File: src/rtl/fifo_push_arb_pkg.sv
// -----------------------------------------------------------------------------
// fifo_arb_pkg
//   Shared definitions for the fifo_push_arb block: the arbiter FSM state type,
//   the payload width, and a constant-friendly clog2 used to size the credit
//   counter, the round-robin pointer and the burst counter.
// -----------------------------------------------------------------------------
package fifo_arb_pkg;

    localparam int DATA_W = 64;

    // LOCKED is only ever entered when FIFO_ARB_LOCK_EN is defined.
    typedef enum logic {
        ARB    = 1'b0,
        LOCKED = 1'b1
    } arb_state_e;

    // Smallest r with (1 << r) >= value; returns at least 1 so that
    // vectors sized from it never collapse to zero width.
    function automatic int clog2(input int value);
        int r;
        r = 1;
        while ((1 << r) < value) begin
            r = r + 1;
        end
        return r;
    endfunction

endpackage

File: src/rtl/fifo_push_arb_if.sv
// -----------------------------------------------------------------------------
// fifo_push_arb_if
//   Bundles the producer side, the FIFO write side and the status outputs of
//   fifo_push_arb.
//
//   master : the arbiter (reads req/req_data/req_lock/pop, drives the rest)
//   slave  : the producers + FIFO environment
//
//   Signals:
//     req        [NREQ]        per-requester push request
//     req_data   [NREQ*64]     payloads, requester i at [64i+63:64i]
//     req_lock   [NREQ]        per-requester burst-lock request
//     pop                      FIFO pop strobe, returns one credit
//     grant      [NREQ]        registered one-hot grant
//     fifo_data_in [64]        registered push data
//     fifo_data_in_valid       registered push strobe
//     credits    [clog2(DEPTH+1)] free FIFO entries
//     err                      sticky credit underflow/overflow
//     dbg_state                current arbiter FSM state
//
//   Handshake: a requester raises req[i] with its payload and holds both
//   stable until it observes grant[i] = 1. grant[i] means the payload that
//   was presented in the previous cycle has been pushed. In the grant cycle
//   the requester may drop req[i] or present new data for another push.
// -----------------------------------------------------------------------------
interface fifo_push_arb_if
    import fifo_arb_pkg::*;
#(
    parameter int NREQ  = 4,
    parameter int DEPTH = 4
);
    localparam int CRED_W = clog2(DEPTH + 1);

    logic [NREQ-1:0]        req;
    logic [NREQ*DATA_W-1:0] req_data;
    logic [NREQ-1:0]        req_lock;
    logic                   pop;
    logic [NREQ-1:0]        grant;
    logic [DATA_W-1:0]      fifo_data_in;
    logic                   fifo_data_in_valid;
    logic [CRED_W-1:0]      credits;
    logic                   err;
    arb_state_e             dbg_state;

    modport master (
        input  req, req_data, req_lock, pop,
        output grant, fifo_data_in, fifo_data_in_valid, credits, err, dbg_state
    );

    modport slave (
        output req, req_data, req_lock, pop,
        input  grant, fifo_data_in, fifo_data_in_valid, credits, err, dbg_state
    );

endinterface

File: src/rtl/fifo_push_arb_rr_pick.sv
// -----------------------------------------------------------------------------
// rr_pick
//   Combinational round-robin priority picker: returns the first set bit of
//   req_i searching upward from ptr_i, wrapping modulo NREQ.
//
//   req_i     [NREQ]   candidate requests
//   ptr_i     [PTR_W]  highest-priority position (0..NREQ-1)
//   win_oh_o  [NREQ]   one-hot winner (zero when nothing requested)
//   win_idx_o [PTR_W]  binary winner index (zero when nothing requested)
//   any_o              a winner exists
// -----------------------------------------------------------------------------
module rr_pick
    import fifo_arb_pkg::*;
#(
    parameter int NREQ  = 4,
    parameter int PTR_W = clog2(NREQ)
) (
    input  logic [NREQ-1:0]  req_i,
    input  logic [PTR_W-1:0] ptr_i,
    output logic [NREQ-1:0]  win_oh_o,
    output logic [PTR_W-1:0] win_idx_o,
    output logic             any_o
);

    logic [PTR_W:0] cand;
    logic           found;

    always_comb begin
        win_oh_o  = '0;
        win_idx_o = '0;
        found     = 1'b0;
        cand      = '0;
        for (int k = 0; k < NREQ; k++) begin
            // ptr_i < NREQ, so one conditional subtract is enough to wrap.
            cand = {1'b0, ptr_i} + (PTR_W + 1)'(k);
            if (cand >= (PTR_W + 1)'(NREQ)) begin
                cand = cand - (PTR_W + 1)'(NREQ);
            end
            if (!found && req_i[cand[PTR_W-1:0]]) begin
                found                     = 1'b1;
                win_oh_o[cand[PTR_W-1:0]] = 1'b1;
                win_idx_o                 = cand[PTR_W-1:0];
            end
        end
    end

    assign any_o = found;

endmodule

File: src/rtl/fifo_push_arb.sv
// -----------------------------------------------------------------------------
// fifo_push_arb
//   Round-robin arbiter sharing one 64-bit FIFO write port among NREQ
//   producers. A credit counter mirrors FIFO occupancy so a push is only
//   issued when the FIFO can take it (a pop in the same cycle counts).
//
//   Ports:
//     clk   rising-edge clock
//     rst   synchronous active-low reset
//     bus   fifo_push_arb_if.master (requests, pop, grant, FIFO write, status)
//
//   Parameters: NREQ (2..8), DEPTH (FIFO entries = credits), MAX_BURST.
//
//   Optional feature macro FIFO_ARB_LOCK_EN: a winner holding req_lock keeps
//   the port (LOCKED state) for up to MAX_BURST consecutive grants. Without
//   the macro req_lock is ignored and the FSM stays in ARB.
// -----------------------------------------------------------------------------
module fifo_push_arb
    import fifo_arb_pkg::*;
#(
    parameter int NREQ      = 4,
    parameter int DEPTH     = 4,
    parameter int MAX_BURST = 4
) (
    input logic             clk,
    input logic             rst,
    fifo_push_arb_if.master bus
);

    localparam int CRED_W = clog2(DEPTH + 1);
    localparam int PTR_W  = clog2(NREQ);

    logic [NREQ-1:0]   grant_q,   grant_d;
    logic [DATA_W-1:0] data_q,    data_d;
    logic              valid_q,   valid_d;
    logic [CRED_W-1:0] credits_q, credits_d;
    logic              err_q,     err_d;
    logic [PTR_W-1:0]  rr_ptr_q,  rr_ptr_d;
    arb_state_e        state_q,   state_d;

    logic [NREQ-1:0]   req_ok;
    logic [NREQ-1:0]   win_oh;
    logic [PTR_W-1:0]  pick_ptr;
    logic [PTR_W-1:0]  win_idx;
    logic [PTR_W-1:0]  sel_idx;
    logic [DATA_W-1:0] sel_data;
    logic              win_any;
    logic              can_push;
    logic              lock_hold;
    logic              push;
    logic              pop_ok;

`ifdef FIFO_ARB_LOCK_EN
    localparam int BURST_W = clog2(MAX_BURST + 1);
    logic [PTR_W-1:0]   lock_idx_q, lock_idx_d;
    logic [BURST_W-1:0] burst_q,    burst_d;
`else
    logic unused_lock;
    assign unused_lock = ^bus.req_lock;
`endif

    function automatic logic [PTR_W-1:0] ptr_inc(input logic [PTR_W-1:0] p);
        if (p == PTR_W'(NREQ - 1)) begin
            return '0;
        end
        return p + PTR_W'(1);
    endfunction

    // Pre-arbitration: candidate mask, credit availability, lock hold.
    always_comb begin
        // The requester granted last cycle is still showing the old req/data
        // during this decision, so it sits out to avoid a double push.
        req_ok    = bus.req & ~grant_q;
        can_push  = (credits_q != '0) || bus.pop;
        pick_ptr  = rr_ptr_q;
        lock_hold = 1'b0;
`ifdef FIFO_ARB_LOCK_EN
        if (state_q == LOCKED) begin
            // A locked requester streams: a held req means "another beat",
            // so it is not subject to the one-cycle exclusion above.
            if (bus.req[lock_idx_q] && bus.req_lock[lock_idx_q] &&
                (burst_q < BURST_W'(MAX_BURST))) begin
                lock_hold = 1'b1;
            end else begin
                // Leaving the lock: the rest of the ring gets first chance
                // starting just after the locked requester, this cycle.
                pick_ptr = ptr_inc(lock_idx_q);
            end
        end
`endif
    end

    rr_pick #(
        .NREQ  (NREQ),
        .PTR_W (PTR_W)
    ) u_rr_pick (
        .req_i     (req_ok),
        .ptr_i     (pick_ptr),
        .win_oh_o  (win_oh),
        .win_idx_o (win_idx),
        .any_o     (win_any)
    );

    // Payload mux for whichever requester is being pushed this cycle.
    always_comb begin
        sel_idx = win_idx;
`ifdef FIFO_ARB_LOCK_EN
        if (lock_hold) begin
            sel_idx = lock_idx_q;
        end
`endif
        sel_data = '0;
        for (int k = 0; k < NREQ; k++) begin
            if (sel_idx == PTR_W'(k)) begin
                sel_data = bus.req_data[k*DATA_W +: DATA_W];
            end
        end
    end

    // Next-state: FSM, grant/data registers, credit counter, error flag.
    always_comb begin
        grant_d   = '0;
        data_d    = data_q;
        valid_d   = 1'b0;
        push      = 1'b0;
        rr_ptr_d  = pick_ptr;
        state_d   = state_q;
        err_d     = err_q;
        credits_d = credits_q;
        pop_ok    = bus.pop && (credits_q != CRED_W'(DEPTH));
`ifdef FIFO_ARB_LOCK_EN
        lock_idx_d = lock_idx_q;
        burst_d    = burst_q;
        if ((state_q == LOCKED) && !lock_hold) begin
            state_d = ARB;
            burst_d = '0;
        end
`endif

        if (lock_hold) begin
            // A credit stall simply skips the beat; the lock is kept.
            if (can_push) begin
                push             = 1'b1;
                grant_d[sel_idx] = 1'b1;
`ifdef FIFO_ARB_LOCK_EN
                burst_d = burst_q + BURST_W'(1);
`endif
            end
        end else if (can_push && win_any) begin
            push     = 1'b1;
            grant_d  = win_oh;
            rr_ptr_d = ptr_inc(win_idx);
`ifdef FIFO_ARB_LOCK_EN
            if (bus.req_lock[win_idx]) begin
                state_d    = LOCKED;
                lock_idx_d = win_idx;
                burst_d    = BURST_W'(1);
            end
`endif
        end

        if (push) begin
            data_d  = sel_data;
            valid_d = 1'b1;
        end

        // A pop with every entry already free is ignored but flagged.
        if (bus.pop && !pop_ok) begin
            err_d = 1'b1;
        end
        if (push && !pop_ok) begin
            if (credits_q == '0) begin
                err_d = 1'b1;
            end else begin
                credits_d = credits_q - CRED_W'(1);
            end
        end else if (!push && pop_ok) begin
            credits_d = credits_q + CRED_W'(1);
        end
    end

    always_ff @(posedge clk) begin
        if (!rst) begin
            grant_q   <= '0;
            data_q    <= '0;
            valid_q   <= 1'b0;
            credits_q <= CRED_W'(DEPTH);
            err_q     <= 1'b0;
            rr_ptr_q  <= '0;
            state_q   <= ARB;
`ifdef FIFO_ARB_LOCK_EN
            lock_idx_q <= '0;
            burst_q    <= '0;
`endif
        end else begin
            grant_q   <= grant_d;
            data_q    <= data_d;
            valid_q   <= valid_d;
            credits_q <= credits_d;
            err_q     <= err_d;
            rr_ptr_q  <= rr_ptr_d;
            state_q   <= state_d;
`ifdef FIFO_ARB_LOCK_EN
            lock_idx_q <= lock_idx_d;
            burst_q    <= burst_d;
`endif
        end
    end

    assign bus.grant              = grant_q;
    assign bus.fifo_data_in       = data_q;
    assign bus.fifo_data_in_valid = valid_q;
    assign bus.credits            = credits_q;
    assign bus.err                = err_q;
    assign bus.dbg_state          = state_q;

endmodule
File: src/flat_wrapper.sv
// flat-port wrapper written by rule: the top's interface ports become plain ports
module fifo_push_arb_flat import fifo_arb_pkg::*;
#(
    parameter int NREQ      = 4,
    parameter int DEPTH     = 4,
    parameter int MAX_BURST = 4
)
  (clk, rst, bus_req, bus_req_data, bus_req_lock, bus_pop, bus_grant, bus_fifo_data_in, bus_fifo_data_in_valid, bus_credits, bus_err, bus_dbg_state);
  fifo_push_arb_if #(.NREQ(NREQ), .DEPTH(DEPTH)) bus_i ();
  input logic clk;
  input logic rst;
  input wire logic [$bits(bus_i.req)-1:0] bus_req;
  input wire logic [$bits(bus_i.req_data)-1:0] bus_req_data;
  input wire logic [$bits(bus_i.req_lock)-1:0] bus_req_lock;
  input wire logic [$bits(bus_i.pop)-1:0] bus_pop;
  output wire logic [$bits(bus_i.grant)-1:0] bus_grant;
  output wire logic [$bits(bus_i.fifo_data_in)-1:0] bus_fifo_data_in;
  output wire logic [$bits(bus_i.fifo_data_in_valid)-1:0] bus_fifo_data_in_valid;
  output wire logic [$bits(bus_i.credits)-1:0] bus_credits;
  output wire logic [$bits(bus_i.err)-1:0] bus_err;
  output wire logic [$bits(bus_i.dbg_state)-1:0] bus_dbg_state;
  assign bus_i.req = bus_req;
  assign bus_i.req_data = bus_req_data;
  assign bus_i.req_lock = bus_req_lock;
  assign bus_i.pop = bus_pop;
  assign bus_grant = bus_i.grant;
  assign bus_fifo_data_in = bus_i.fifo_data_in;
  assign bus_fifo_data_in_valid = bus_i.fifo_data_in_valid;
  assign bus_credits = bus_i.credits;
  assign bus_err = bus_i.err;
  assign bus_dbg_state = bus_i.dbg_state;
  fifo_push_arb #(.NREQ(NREQ), .DEPTH(DEPTH), .MAX_BURST(MAX_BURST)) u_core (.clk(clk), .rst(rst), .bus(bus_i));
endmodule
File: config.mk
export PLATFORM = sky130hd
export DESIGN_NAME = fifo_push_arb_flat
export DESIGN_NICKNAME = d
export VERILOG_FILES = /design/src/rtl/fifo_push_arb_pkg.sv /design/src/rtl/fifo_push_arb_if.sv /design/src/rtl/fifo_push_arb_rr_pick.sv /design/src/rtl/fifo_push_arb.sv /design/src/flat_wrapper.sv
export SDC_FILE = /design/constraint.sdc
export NUM_CORES = 1
export LEC_CHECK = 0
export CORE_AREA = 2 2 134 136
export DETAILED_ROUTE_END_ITERATION = 10
export DIE_AREA = 0 0 136 138
export GPL_ROUTABILITY_DRIVEN = 0
export GPL_TIMING_DRIVEN = 0
export HOLD_SLACK_MARGIN = 0.1
export PLACE_DENSITY = 0.7
export SLEW_MARGIN = 20
export SYNTH_ARGS = -nofsm -noshare
export SYNTH_HDL_FRONTEND = slang
export SYNTH_SLANG_ARGS = --single-unit
File: constraint.sdc
create_clock -name clk -period 5.91 [get_ports clk]
set_input_delay 0.8865 -clock clk [delete_from_list [all_inputs] [get_ports clk]]
set_output_delay 0.8865 -clock clk [all_outputs]
set_load 0.01 [all_outputs]
==> metrics.md <==
| Metric | Value |
|---|---|
| Clock slew at reported path FFs | `about 0.06 ns` |
| Vias per cell | `5.27` |
| Post-synthesis register bit count | `between 70 and 80` |
| Synth cell types | `58` |
| Mapped cell area | `0.00501 mm2` |
| Antenna Nets Post-Route | `0` |
| Multi-input gate area | `0.00313 mm2` |
| Slew Viols, Final | `0` |
| Mean Syn Cell Area | `between 7 and 8 um2` |
| Fin crit share | `0.764` |
| DR pass1 iterations | `5` |
| Setup_tns | `0 ns` |
| Number of diodes | `0` |
| GRT Residual Overflow | `0` |
| Clock network fraction of design power | `0.092` |
| VDD IR max | `0.247 mV` |
| Setup Buffers After CTS | `0` |
| Slew Limit Headroom | `0.515` |
| Hold-fix buffers, CTS | `0` |
| Commonest register cell after synthesis | `dfxtp_1` |
| RR Startpoint | `u_core.pick_ptr[0]$_SDFFE_PN0N_` |
| Vias in the first global route | `about 6.4k` |
| Startpoint types | `register` |
| Synth area leaders | `dfxtp_1 (30%), a21oi_1 (13%), a221oi_1 (11%)` |
| Final WL | `about 23,000 um` |
| Dpl cells | `roughly 1.2k` |
| Hold Startpoint | `u_core.bus.err$_SDFF_PN0_` |
| PortBufs | `334` |
| Total GRT Usage | `0.246` |
| Syn Nets | `933` |
| Critical path buffers and inverters | `4` |
| Final #Nets | `1,278` |
| Pwr Density | `587 mW/mm2` |
| First-pass GRT wire length | `35,600 um` |
| Initial DRC count | `335` |
| Die Ht | `138 um` |
| Slowest stage delay, CP | `0.61 ns` |
| Final min period | `4.51 ns` |
| Die ar. | `0.0188 mm2` |
| Worst path slowest cell | `clkbuf_1` |
| Worst-margin pin slew | `about 0.73 ns` |
| Post-synth top cells | `a21oi_1 (135), dfxtp_1 (75), o21ai_0 (68)` |
| IO Pins | `roughly 340` |
| Synth Warn # | `0` |
| Final Hold Viols | `0` |
| WP data required | `6.18 ns` |
| CTS sink count | `75` |
| FF-to-FF End | `u_core.bus.fifo_data_in[37]$_SDFFE_PN0N_` |
| Share of cells above drive strength 1 | `0.0360` |
| Worst setup margin | `1.40 ns` |
| Seq/Total Area, Yosys | `0.300` |
| Maximum clock frequency | `about 0.22 GHz` |
| CTS H-tree depth | `3` |
| Largest net degree at the start of global routing | `12` |
| Number of synthesized flops with an enable pin | `0` |
| Core Util, Final | `0.506` |
| Post-route cell area | `around 0.0089 mm2` |
| Cells after Synth | `653` |
| Yosys top cell area share | `0.300` |
| Leakage Power | `0.00315 uW` |
| Net Sw Power | `approximately 2500 uW` |
| CP Cell Sequence | `clkinv_1 > ha_1 > buf_6 > mux4_2 > nor2b_4 > o22a_2 > ha_1 > nor2b_1 > clkbuf_1 > clkbuf_1 > a221oi_1 > nor3_1 > a21oi_1 > a21oi_1` |
| Post-DR wirelength/cell | `19.0 um` |
| Longest Clk Path Bufs | `2` |
| Most common cell in the netlist | `a21oi_1` |
| Antenna violations before repair | `0` |
| Worst endpoint data arrival time | `4.78 ns` |
| Worst reg-to-reg setup slack | `1.40 ns` |
| Register-to-Register Path Depth | `14` |
| Logic pwr share | `0.751` |
| Post-Layout Cell Count | `1,228` |
| Critical Path End Type | `register` |
| Async SR Flop Fraction | `0` |
| Status | `finished clean` |
| DRC Markers | `0` |
| CTS tree | `yes` |
| Row count | `49` |
| Post-DP Area | `approximately 0.0086 mm2` |
| Initial Util | `0.286` |
| Placement Setup Slack | `1.14 ns` |
| Hold Path Depth | `1` |
| Pint | `2670 uW` |
| Chip Width | `136 um` |
| Hold EP | `u_core.bus.err$_SDFF_PN0_` |
| Cell taking the most area after synthesis | `dfxtp_1` |
| Clk_skew | `0.00721 ns` |
| RSZ-0062 raised after global routing | `no` |
| Clk_lat worst skew | `0.34 ns` |
| Reg area | `0.00150 mm2` |
| Clock root buffer | `clkbuf_16` |
| TritonCTS Buffers | `9` |
| Switch share | `0.488` |
| Post-DP HPWL | `18,200 um` |
| Critical Path Fanout Max | `11` |
| Hold crit path type | `register to register` |
| Top Family by Delay on Critical Path | `buffers and inverters` |
| Post-CTS sizing | `0` |
| Fillers | `between 1.5k and 2k` |
| Sequential power share | `0.156` |
| Max_cap viols | `0` |
| Setup violations, final | `0` |
| Routed vias | `6,467` |
| Area Overhead vs Synth | `77.3%` |
| CP Class | `register to register` |
| Core area | `0.0175 mm2` |
per-stage QoR:
step                hold WS [ns]  power (uW)
CTS                        0.483        5230
finish                     0.488        5210
global placement           0.455        4700
detailed placement         0.471        4730
floorplan                  0.509        3310
global route               0.508        5700
metal layers:
| metal | GRT usage | part of all wire |
|---|---|---|
| met1 | 0.306 | 0.42 |
| met2 | 0.408 | 0.49 |
| met3 | 0.0678 | 0.069 |
| met4 | 0.0839 | 0.028 |
| met5 | 0 | 0 |
power by group through the flow:
stage / Sequential (uW) / Clock (uW) / Combinational [uW]
detailed placement: 819 / 0 / 3910
CTS: 815 / 493 / 3920
global placement: 815 / 0 / 3880
finish: 814 / 482 / 3920
global route: 836 / 517 / 4350
floorplan: 887 / 0 / 2420
cell usage in the layout, fill, tap and decap left out, types with 5 or more instances in the layout:
master	Yosys	layout
o21ai_0	68	68
a221oi_1	63	63
nand2_1	12	12
nand2b_1	6	6
clkdlybuf4s50_1	0	334
nand3_1	6	6
dfxtp_1	75	75
nor3_1	65	65
buf_1	8	8
ha_1	13	13
nor2b_1	66	66
clkbuf_1	52	54
clkbuf_16	0	9
inv_1	6	6
o211ai_1	5	5
buf_2	6	6
a21oi_1	135	135
cell type report:
class	count	area share
Buffer	74	0.0385
Clock buffer	11	0.0262
Clock inverter	1	0.000564
Inverter	8	0.00338
Multi-Input combinational cell	496	0.353
Sequential cell	75	0.169
Tap cell	229	0.0323
Timing Repair Buffer	334	0.377
worst max-delay path by stage:
stage / depth (start not counted) / startpoint / slack [ns] / end
3_3_place_gp: 14 / bus_req[2] / 1.15 / u_core.bus.fifo_data_in[37]$_SDFFE_PN0N_
4_1_cts: 14 / u_core.pick_ptr[0]$_SDFFE_PN0N_ / 1.43 / u_core.bus.fifo_data_in[37]$_SDFFE_PN0N_
5_1_grt: 15 / u_core.pick_ptr[0]$_SDFFE_PN0N_ / 1.11 / u_core.bus.fifo_data_in[43]$_SDFFE_PN0N_
2_1_floorplan: 12 / bus_req[3] / 2.55 / u_core.bus.fifo_data_in[37]$_SDFFE_PN0N_
6_report: 14 / u_core.pick_ptr[0]$_SDFFE_PN0N_ / 1.40 / u_core.bus.fifo_data_in[37]$_SDFFE_PN0N_
3_5_place_dp: 14 / bus_req[2] / 1.14 / u_core.bus.fifo_data_in[37]$_SDFFE_PN0N_
state kept, by name, indices dropped and copies added (netlist names):
signal and count:
u_core.bus.credits 3, u_core.bus.grant 4, u_core.bus.fifo_data_in_valid 1, u_core.bus.fifo_data_in 64, u_core.bus.err 1, u_core.pick_ptr 2
cell families (layout without fill, tap and decap cells):
| family | Yosys count | in the layout | synth area share |
|---|---|---|---|
| compound gates | 299 | 299 | 0.369 |
| xor+xnor | 3 | 3 | 0.00525 |
| fa+ha+maj | 13 | 13 | 0.0325 |
| buf+inv | 82 | 428 | 0.0742 |
| flops | 75 | 75 | 0.300 |
| mux | 7 | 7 | 0.0215 |
| other cells | 1 | 1 | 0.000749 |
| simple gates | 173 | 173 | 0.197 |
(Power assumes the default switching activity.)
